`config.mk`:
```
export PLATFORM = sky130hd
export DESIGN_NAME = rx_unstuff
export DESIGN_NICKNAME = d
export VERILOG_FILES = /design/src/rtl/usb_rx_pkg.sv /design/src/rtl/rx_nrzi_dec.sv /design/src/rtl/rx_unstuff.sv
export SDC_FILE = /design/constraint.sdc
export NUM_CORES = 1
export LEC_CHECK = 0
export BUFFER_PORTS_ARGS = -buffer_cell sky130_fd_sc_hd__buf_2
export CAP_MARGIN = 25
export CORE_UTILIZATION = 36
export CTS_CLUSTER_SIZE = 20
export DETAILED_ROUTE_END_ITERATION = 16
export HOLD_SLACK_MARGIN = 0.03
export PLACE_DENSITY = 0.64
export SLEW_MARGIN = 20
export SYNTH_ARGS = -nofsm -noshare
export SYNTH_HDL_FRONTEND = slang
export SYNTH_SLANG_ARGS = --single-unit
```
`constraint.sdc`:
```
create_clock -name clk -period 1.93 [get_ports clk]
set_input_delay 0.193 -clock clk [delete_from_list [all_inputs] [get_ports clk]]
set_output_delay 0.193 -clock clk [all_outputs]
set_load 0.05 [all_outputs]
```
`src/rtl/usb_rx_pkg.sv`:
```
// Shared definitions for the USB receive bit-unstuffing path.
//   rx_state_e : receive FSM states (IDLE, RUN, DROP)
//   MAX_ONES   : run length of decoded 1s after which the next bit is a stuff bit
//   BYTE_W     : width of an assembled byte
package usb_rx_pkg;

  typedef enum logic [1:0] {
    IDLE = 2'd0,
    RUN  = 2'd1,
    DROP = 2'd2
  } rx_state_e;

  localparam logic [2:0] MAX_ONES = 3'd6;
  localparam int         BYTE_W   = 8;

endpackage

```
`src/rtl/rx_nrzi_dec.sv`:
```
// NRZI decoder: holds the previous line level and reports a decoded bit of 1
// when the line did not change, 0 when it toggled.
// Ports:
//   clk, rst   : clock, synchronous active-high reset
//   load       : capture level as the reference without consuming a bit (sync K)
//   en         : consume a bit this cycle and advance the reference level
//   level      : raw line level
//   dec_bit    : decoded bit for the current level (valid when en is high)
module rx_nrzi_dec (
  input  logic clk,
  input  logic rst,
  input  logic load,
  input  logic en,
  input  logic level,
  output logic dec_bit
);

  logic prev_level;

  always_ff @(posedge clk) begin
    if (rst) begin
      prev_level <= 1'b0;
    end else if (load || en) begin
      prev_level <= level;
    end
  end

  assign dec_bit = (level == prev_level);

endmodule

```
`src/rtl/rx_unstuff.sv`:
```
// USB receive bit unstuffer and byte assembler.
// Decodes NRZI line levels, removes the stuff bit that follows six decoded 1s,
// and assembles kept bits LSB-first into bytes.
// Ports:
//   clk, rst    : clock, synchronous active-high reset
//   bstr        : raw line level
//   bstr_ready  : bstr is valid this cycle; the first valid cycle of a packet
//                 is the final sync K and only sets the NRZI reference
//   done        : one-cycle pulse, end of packet
//   byte_data   : last assembled byte (held until the next byte)
//   byte_valid  : one-cycle pulse, byte_data updated
//   pkt_end     : one-cycle pulse, packet finished
//   resid_bits  : kept bits of an unfinished byte at pkt_end (0 = aligned)
//   stuff_err   : sticky per packet, a stuff bit of 1 was seen
// Build option: define RX_STUFF_ERR_EN to flag a stuff bit of 1 as an error
// and drop the rest of the packet; otherwise such a bit is silently discarded
// and stuff_err stays 0.
//
// Handshake: there is no back-pressure. A line sample is consumed exactly on
// cycles where bstr_ready is 1; on other cycles bstr is ignored and all decode
// state (reference level, counters, shift register) holds.
module rx_unstuff
  import usb_rx_pkg::*;
(
  input  logic              clk,
  input  logic              rst,
  input  logic              bstr,
  input  logic              bstr_ready,
  input  logic              done,
  output logic [BYTE_W-1:0] byte_data,
  output logic              byte_valid,
  output logic              pkt_end,
  output logic [2:0]        resid_bits,
  output logic              stuff_err
);

  rx_state_e         state, state_nxt;
  logic [2:0]        ones_cnt, ones_nxt;
  logic [2:0]        bit_cnt, bit_nxt;
  logic [BYTE_W-1:0] shreg, sh_nxt;
  logic              byte_done;
  logic              nrzi_load, nrzi_en;
  logic              dec_bit;
  logic              err_set, err_clr;
  logic              err_q;

  rx_nrzi_dec u_nrzi (
    .clk     (clk),
    .rst     (rst),
    .load    (nrzi_load),
    .en      (nrzi_en),
    .level   (bstr),
    .dec_bit (dec_bit)
  );

  always_ff @(posedge clk) begin
    if (rst) begin
      state <= IDLE;
    end else begin
      state <= state_nxt;
    end
  end

  always_comb begin
    state_nxt = state;
    ones_nxt  = ones_cnt;
    bit_nxt   = bit_cnt;
    sh_nxt    = shreg;
    byte_done = 1'b0;
    nrzi_load = 1'b0;
    nrzi_en   = 1'b0;
    err_set   = 1'b0;
    err_clr   = 1'b0;

    case (state)
      IDLE: begin
        // An end-of-packet with nothing received only produces pkt_end.
        if (!done && bstr_ready) begin
          nrzi_load = 1'b1;
          err_clr   = 1'b1;
          state_nxt = RUN;
        end
      end

      RUN: begin
        if (bstr_ready) begin
          nrzi_en = 1'b1;
          if (ones_cnt == MAX_ONES) begin
            // Stuff bit position: never shifted in.
            ones_nxt = 3'd0;
`ifdef RX_STUFF_ERR_EN
            if (dec_bit) begin
              err_set   = 1'b1;
              state_nxt = DROP;
            end
`endif
          end else begin
            ones_nxt = dec_bit ? (ones_cnt + 3'd1) : 3'd0;
            sh_nxt   = {dec_bit, shreg[BYTE_W-1:1]};
            bit_nxt  = bit_cnt + 3'd1;
            byte_done = (bit_cnt == 3'd7);
          end
        end
        if (done) begin
          state_nxt = IDLE;
        end
      end

      DROP: begin
        if (done) begin
          state_nxt = IDLE;
        end
      end

      default: state_nxt = IDLE;
    endcase
  end

  always_ff @(posedge clk) begin
    if (rst) begin
      ones_cnt   <= 3'd0;
      bit_cnt    <= 3'd0;
      shreg      <= '0;
      byte_data  <= '0;
      byte_valid <= 1'b0;
      pkt_end    <= 1'b0;
      resid_bits <= 3'd0;
      err_q      <= 1'b0;
    end else begin
      byte_valid <= byte_done;
      pkt_end    <= done;
      if (byte_done) begin
        byte_data <= sh_nxt;
      end
      if (done) begin
        // Residual count includes a bit kept on the done cycle itself, so a
        // byte completing together with done reports 0.
        resid_bits <= (state == IDLE) ? 3'd0 : bit_nxt;
        ones_cnt   <= 3'd0;
        bit_cnt    <= 3'd0;
        shreg      <= '0;
      end else begin
        ones_cnt <= ones_nxt;
        bit_cnt  <= bit_nxt;
        shreg    <= sh_nxt;
      end
      if (err_clr) begin
        err_q <= 1'b0;
      end else if (err_set) begin
        err_q <= 1'b1;
      end
    end
  end

  assign stuff_err = err_q;

endmodule

```
---- Yosys cells after proc, flatten, opt, wreduce, memory -nomap -nowiden ----
Index checks and enable logic that the tools add are counted.
storage, ports and cells
  bits in latches ......................... 0
  memory bits (writable) .................. 0
  memory bits (read-only) ................. 0
  flip-flop bits (word level) ............. 30
  output and inout bits ................... 14
  bits of input ports ..................... 5
  memories kept ........................... 0
operators by class
  reduce and logical (&&, ||, !) cells .... 8
  $mul .................................... 0
  div/mod/pow operators ................... 0
  shifts and indexed selects .............. 0
  bitwise logic cells ..................... 0
  add/sub/neg operators ................... 2
  magnitude comparators ................... 0
  equal/unequal tests ..................... 7
  multiplexer cells ....................... 19
operator list
  cell                                                                   count
  8-bit 2-to-1 mux                                                       3
  3-bit 2-to-1 mux                                                       6
  1-bit 2-to-1 mux                                                       7
  3-bit by 1-bit adder with 3-bit output, second input constant          2
  3-bit equality test, second input constant                             2
  2-bit 2-to-1 mux                                                       2
  2-bit one-hot mux with 2 select lines                                  1
  2-bit AND reduction                                                    2
  2-bit OR reduction                                                     2
  2-bit by 1-bit equality test with 1-bit output, second input constant  1
  2-bit equality test, second input constant                             1
  2-bit zero test                                                        1
  2-bit by 1-bit != test with 1-bit output, second input constant        1
  2-bit != test, second input constant                                   1
  1-bit equality test                                                    1
  1-bit logical AND                                                      1
  1-bit zero test                                                        1
  1-bit logical OR                                                       1

---- Logic depth before layout (Yosys ltp) ----
  depth after elaboration ................. 5
  mapped depth ............................ 6
  mapped depth without buffers ............ 5

---- By module ----
A second synthesis with hierarchy kept.
unflattened totals
  cell total of the unflattened synthesis .. 140
  area total of the unflattened synthesis .. 1213.7 um2
by module, submodules not included
  module       cells each  area an instance (um2)  instances
  rx_unstuff   135         1166.1                  1
  rx_nrzi_dec  5           47.5                    1

---- Worst setup path after synthesis ----
Ideal clock, no wire load.
  kind .................................... reg2reg
  start ................................... reg ones_cnt[0]
  end ..................................... reg ones_cnt[1]
  library setup time ...................... 0.067 ns
  stages on the path, launching flop included .. 6
  setup slack ............................. 0.478 ns
  arrival time ............................ 1.385 ns
  cell sequence ........................... dfxtp_1 inv_1 ha_1 and2_1 or4_4 a21oi_2
on the way
  longest elaborated chain between the ends .. 3
  elaborated cells on any way between the ends .. 4
  those cells by class .................... add/sub (1); eq/ne (1); mux (2)
RTL lines
  element                                 line               RTL
  start, declared                         rx_unstuff.sv:38   logic [2:0] ones_cnt, ones_nxt;
  start signal, assigned                  rx_unstuff.sv:143  ones_cnt <= ones_nxt;
  3-bit by 1-bit adder with 3-bit output  rx_unstuff.sv:98   ones_nxt = dec_bit ? (ones_cnt + 3'd1) : 3'd0;
  3-bit 2-to-1 mux                        rx_unstuff.sv:98
  3-bit 2-to-1 mux (*)                    rx_unstuff.sv:88   if (ones_cnt == MAX_ONES) begin
Every way passes the cells marked *; elsewhere a longest branch is shown, timed or not.
A chain may end at the register's enable or synchronous reset.

---- Worst setup path in the final report ----
  start ................................... reg ones_cnt[0]
  end ..................................... reg bit_cnt[0]
on the way
  longest elaborated chain between the ends .. 4
RTL lines
  element               line               RTL
  3-bit equality test   rx_unstuff.sv:88
  3-bit 2-to-1 mux      rx_unstuff.sv:88
  3-bit 2-to-1 mux      rx_unstuff.sv:86   if (bstr_ready) begin
  3-bit 2-to-1 mux      rx_unstuff.sv:75   case (state)
  end signal, assigned  rx_unstuff.sv:144  bit_cnt <= bit_nxt;
  end, declared         rx_unstuff.sv:39   logic [2:0] bit_cnt, bit_nxt;
Every way passes these cells.

==> results_dict.tcl <==
set metrics [dict create \
    fin_tns_setup_ns 0 \
    r2r-start "ones_cnt[0]$_SDFFE_PP0P_" \
    synth_xor_area_frac 0.0217 \
    layout_setup_ws_ns 0.218 \
    cts_resized 0 \
    route.vias.total 1025 \
    area_growth_pct 13.4 \
    clockBufferDepth 2 \
    synth_top_family_by_area "compound AO/OA/AOI/OAI gates" \
    p_sw_w 0.000220 \
    muxShareOfSynthArea 0.0165 \
    yosysSeqAreaShare 0.463 \
    netlist_area_um2 1210 \
    timing.hold.ws_ns 0.137 \
    ys_warn_count 0 \
    grt_pass1_vias 922 \
    hp-start "done" \
    grt_first_pass_wirelength_um 4060 \
    grt_overflow 0 \
    drv_cap 0 \
    finalPower_w 0.00103 \
    wire_per_inst_um 12.7 \
    cp-end-kind "register" \
    antenna_found_initial 0 \
    synth.distinct_cells 31 \
    detail-route-antenna-nets 0 \
    required_ns 2.21 \
    grt_usage 0.151 \
    multi_input_area_um2 587 \
    timing.fmax_ghz 0.584 \
    crit_start "ones_cnt[0]$_SDFFE_PP0P_" \
    cts_tree "yes" \
    initial_core_util 0.387 \
    drive_above_1_share 0.192 \
    rrSetupSlack_ns 0.22 \
    antenna_cells 0 \
    via_per_inst 5.26 \
    drt-pass1-iter-count 4 \
    cts_made_buffers 3 \
    nets 161 \
    synthCells 139 \
    slew_headroom 0.573 \
    post-cts-setup-buffers 0 \
    period_share 0.887 \
    wl_um 2480 \
    yosys.area_share.adder 0.0413 \
    fin_skew_ns 0.00577 \
    sw_frac_of_total 0.214 \
    outcome "finished clean" \
    pwr-share-clk 0.376 \
    die_h_um 60 \
    hold_path_class "primary input to register" \
    p_int_w 0.000809 \
    utilization 0.439 \
    ctsRootBufferMaster "clkbuf_4" \
    grt_max_degree 24 \
    core_area_um2 3130 \
    fin_crit_ns 1.71 \
    ir_drop_uv 216 \
    power.density_nw_per_um2 749 \
    p_leak_nw 0.497 \
    p_seq_frac 0.570 \
    cts_sinks 28 \
    drc_errors 0 \
    insertion_delay_ns 0.33 \
    crit_path_max_fanout 12 \
    avgSynthCellArea_um2 8.71 \
    num_rows 20 \
    synth_compound_area_frac 0.212 \
    fp.dieW_um 60 \
    gp_congestion 0.759 \
    fillers 322 \
    port_buffers 17 \
    setup_violations 0 \
    pwr-share-comb 0.054 \
    cp-start-kind "register" \
    hold_buffers 0 \
    dpl.hpwl_um 1780 \
    synth-simple-area-share 0.190 \
    tightest_slew_ns 0.640 \
    htree_levels 1 \
    ys_ff_latch 28 \
    synth_nets 148 \
    critPathKind "register to register" \
    pre_cts_slack_ns 0.265 \
    die-area_um2 3600 \
    rsz0062_at_grt "false" \
    io_pins 19 \
    regArea_um2 561 \
    clk_pin_slew_ns 0.15 \
    drv_slew 0 \
    worstPathArrival_ns 1.99 \
    drtIter0Drc 72 \
    hold_violations 0 \
]
## layout by cell type, fill, tap and decap left out, types with 3 or more instances in the layout
master     n
o31ai_1    8
buf_2     17
nand3_1    9
nand4_1    9
nand2_1    8
buf_4      3
dfxtp_1   28
a21oi_1   20
ha_1       4
clkbuf_4   3
o21ai_0   14
nor2_1     3
## routing by layer
layer | GRT usage | vias to the layer above | routed length, um
met3 | 0.0195 | 5 | 51
met5 | 0 | - | 0
met4 | 0.0897 | 0 | 58
met2 | 0.237 | 17 | 1170
li1 | - | 526 | -
met1 | 0.197 | 477 | 1200
## final timing paths
path	end	depth (start not counted)
hold reg to reg	resid_bits[2]$_SDFFE_PP0P_	2
hold / removal	pkt_end$_SDFF_PP0_	2
setup reg to reg	bit_cnt[0]$_SDFF_PP0_	6
setup / recovery	bit_cnt[0]$_SDFF_PP0_	6
## kinds of logic after synthesis
group                      after synthesis
AOI/OAI and AO/OA                       45
and+or+nand+nor                         41
DFF                                     28
buffers and inverters                   15
adders and majority gates                4
xor gates and xnor gates                 3
muxes                                    2
other                                    1
## power by group through the flow
| stage | Combinational [W] | Clock (W) | Sequential, W |
|---|---|---|---|
| floorplan | 0.0000373 | 0 | 0.000603 |
| global placement | 0.0000545 | 0 | 0.000598 |
| detailed placement | 0.0000560 | 0 | 0.000599 |
| CTS | 0.0000561 | 0.000395 | 0.000586 |
| global route | 0.0000608 | 0.000417 | 0.000587 |
| finish | 0.0000558 | 0.000387 | 0.000586 |
## Yosys cell counts
cell       n  area (um2)
a21boi_2   1        11.3
a21oi_1   20         100
a21oi_2    1        8.76
a31oi_1    1        6.26
and2_1     2        12.5
buf_2      3        15.0
buf_4      1        7.51
clkbuf_1   8        30.0
clkinv_1   1        3.75
conb_1     1        3.75
dfxtp_1   28         561
ha_1       4        50.1
inv_1      2        7.51
mux2i_1    2        20.0
nand2_1    8        30.0
nand2_2    1        6.26
nand3_1    9        45.0
nand3b_1   1        7.51
nand4_1    9        56.3
nand4b_1   1        8.76
nor2_1     3        11.3
nor2b_1    2        12.5
nor4_1     1        6.26
o21ai_0   14        70.1
o31ai_1    8        60.1
or2_2      1        6.26
or3_1      1        6.26
or4_4      1        11.3
or4b_1     1        10.0
xnor2_1    2        17.5
xor2_1     1        8.76
## cell type report
cell class,instances,area share
clock buffer,3,0.0164
clock inverter,1,0.0219
inverter,3,0.00820
multi-input combinational,96,0.427
sequential,28,0.408
tap,44,0.0401
timing repair buffer,20,0.0783
## per-stage QoR
stage	area, um2	cells
2_1_floorplan	1210	139
4_1_cts	1370	195
3_3_place_gp	1320	191
3_5_place_dp	1320	191
5_1_grt	1370	195
6_report	1370	195
## critical path, stage by stage, from the launching register on
cell and delay [ns]:
dfxtp_1 0.39, inv_1 0.07, ha_1 0.24, and2_1 0.29
buf_4 0.22, or3_1 0.31, a21oi_1 0.14
## registers in the layout (all words and copies together) (netlist names)
| name | cells |
|---|---|
| byte_data | 8 |
| shreg | 7 |
| bit_cnt | 3 |
| ones_cnt | 3 |
| resid_bits | 3 |
| byte_valid | 1 |
| pkt_end | 1 |
| state | 1 |
| u_nrzi.prev_level | 1 |
No activity file was read; power rests on OpenSTA's default activity.
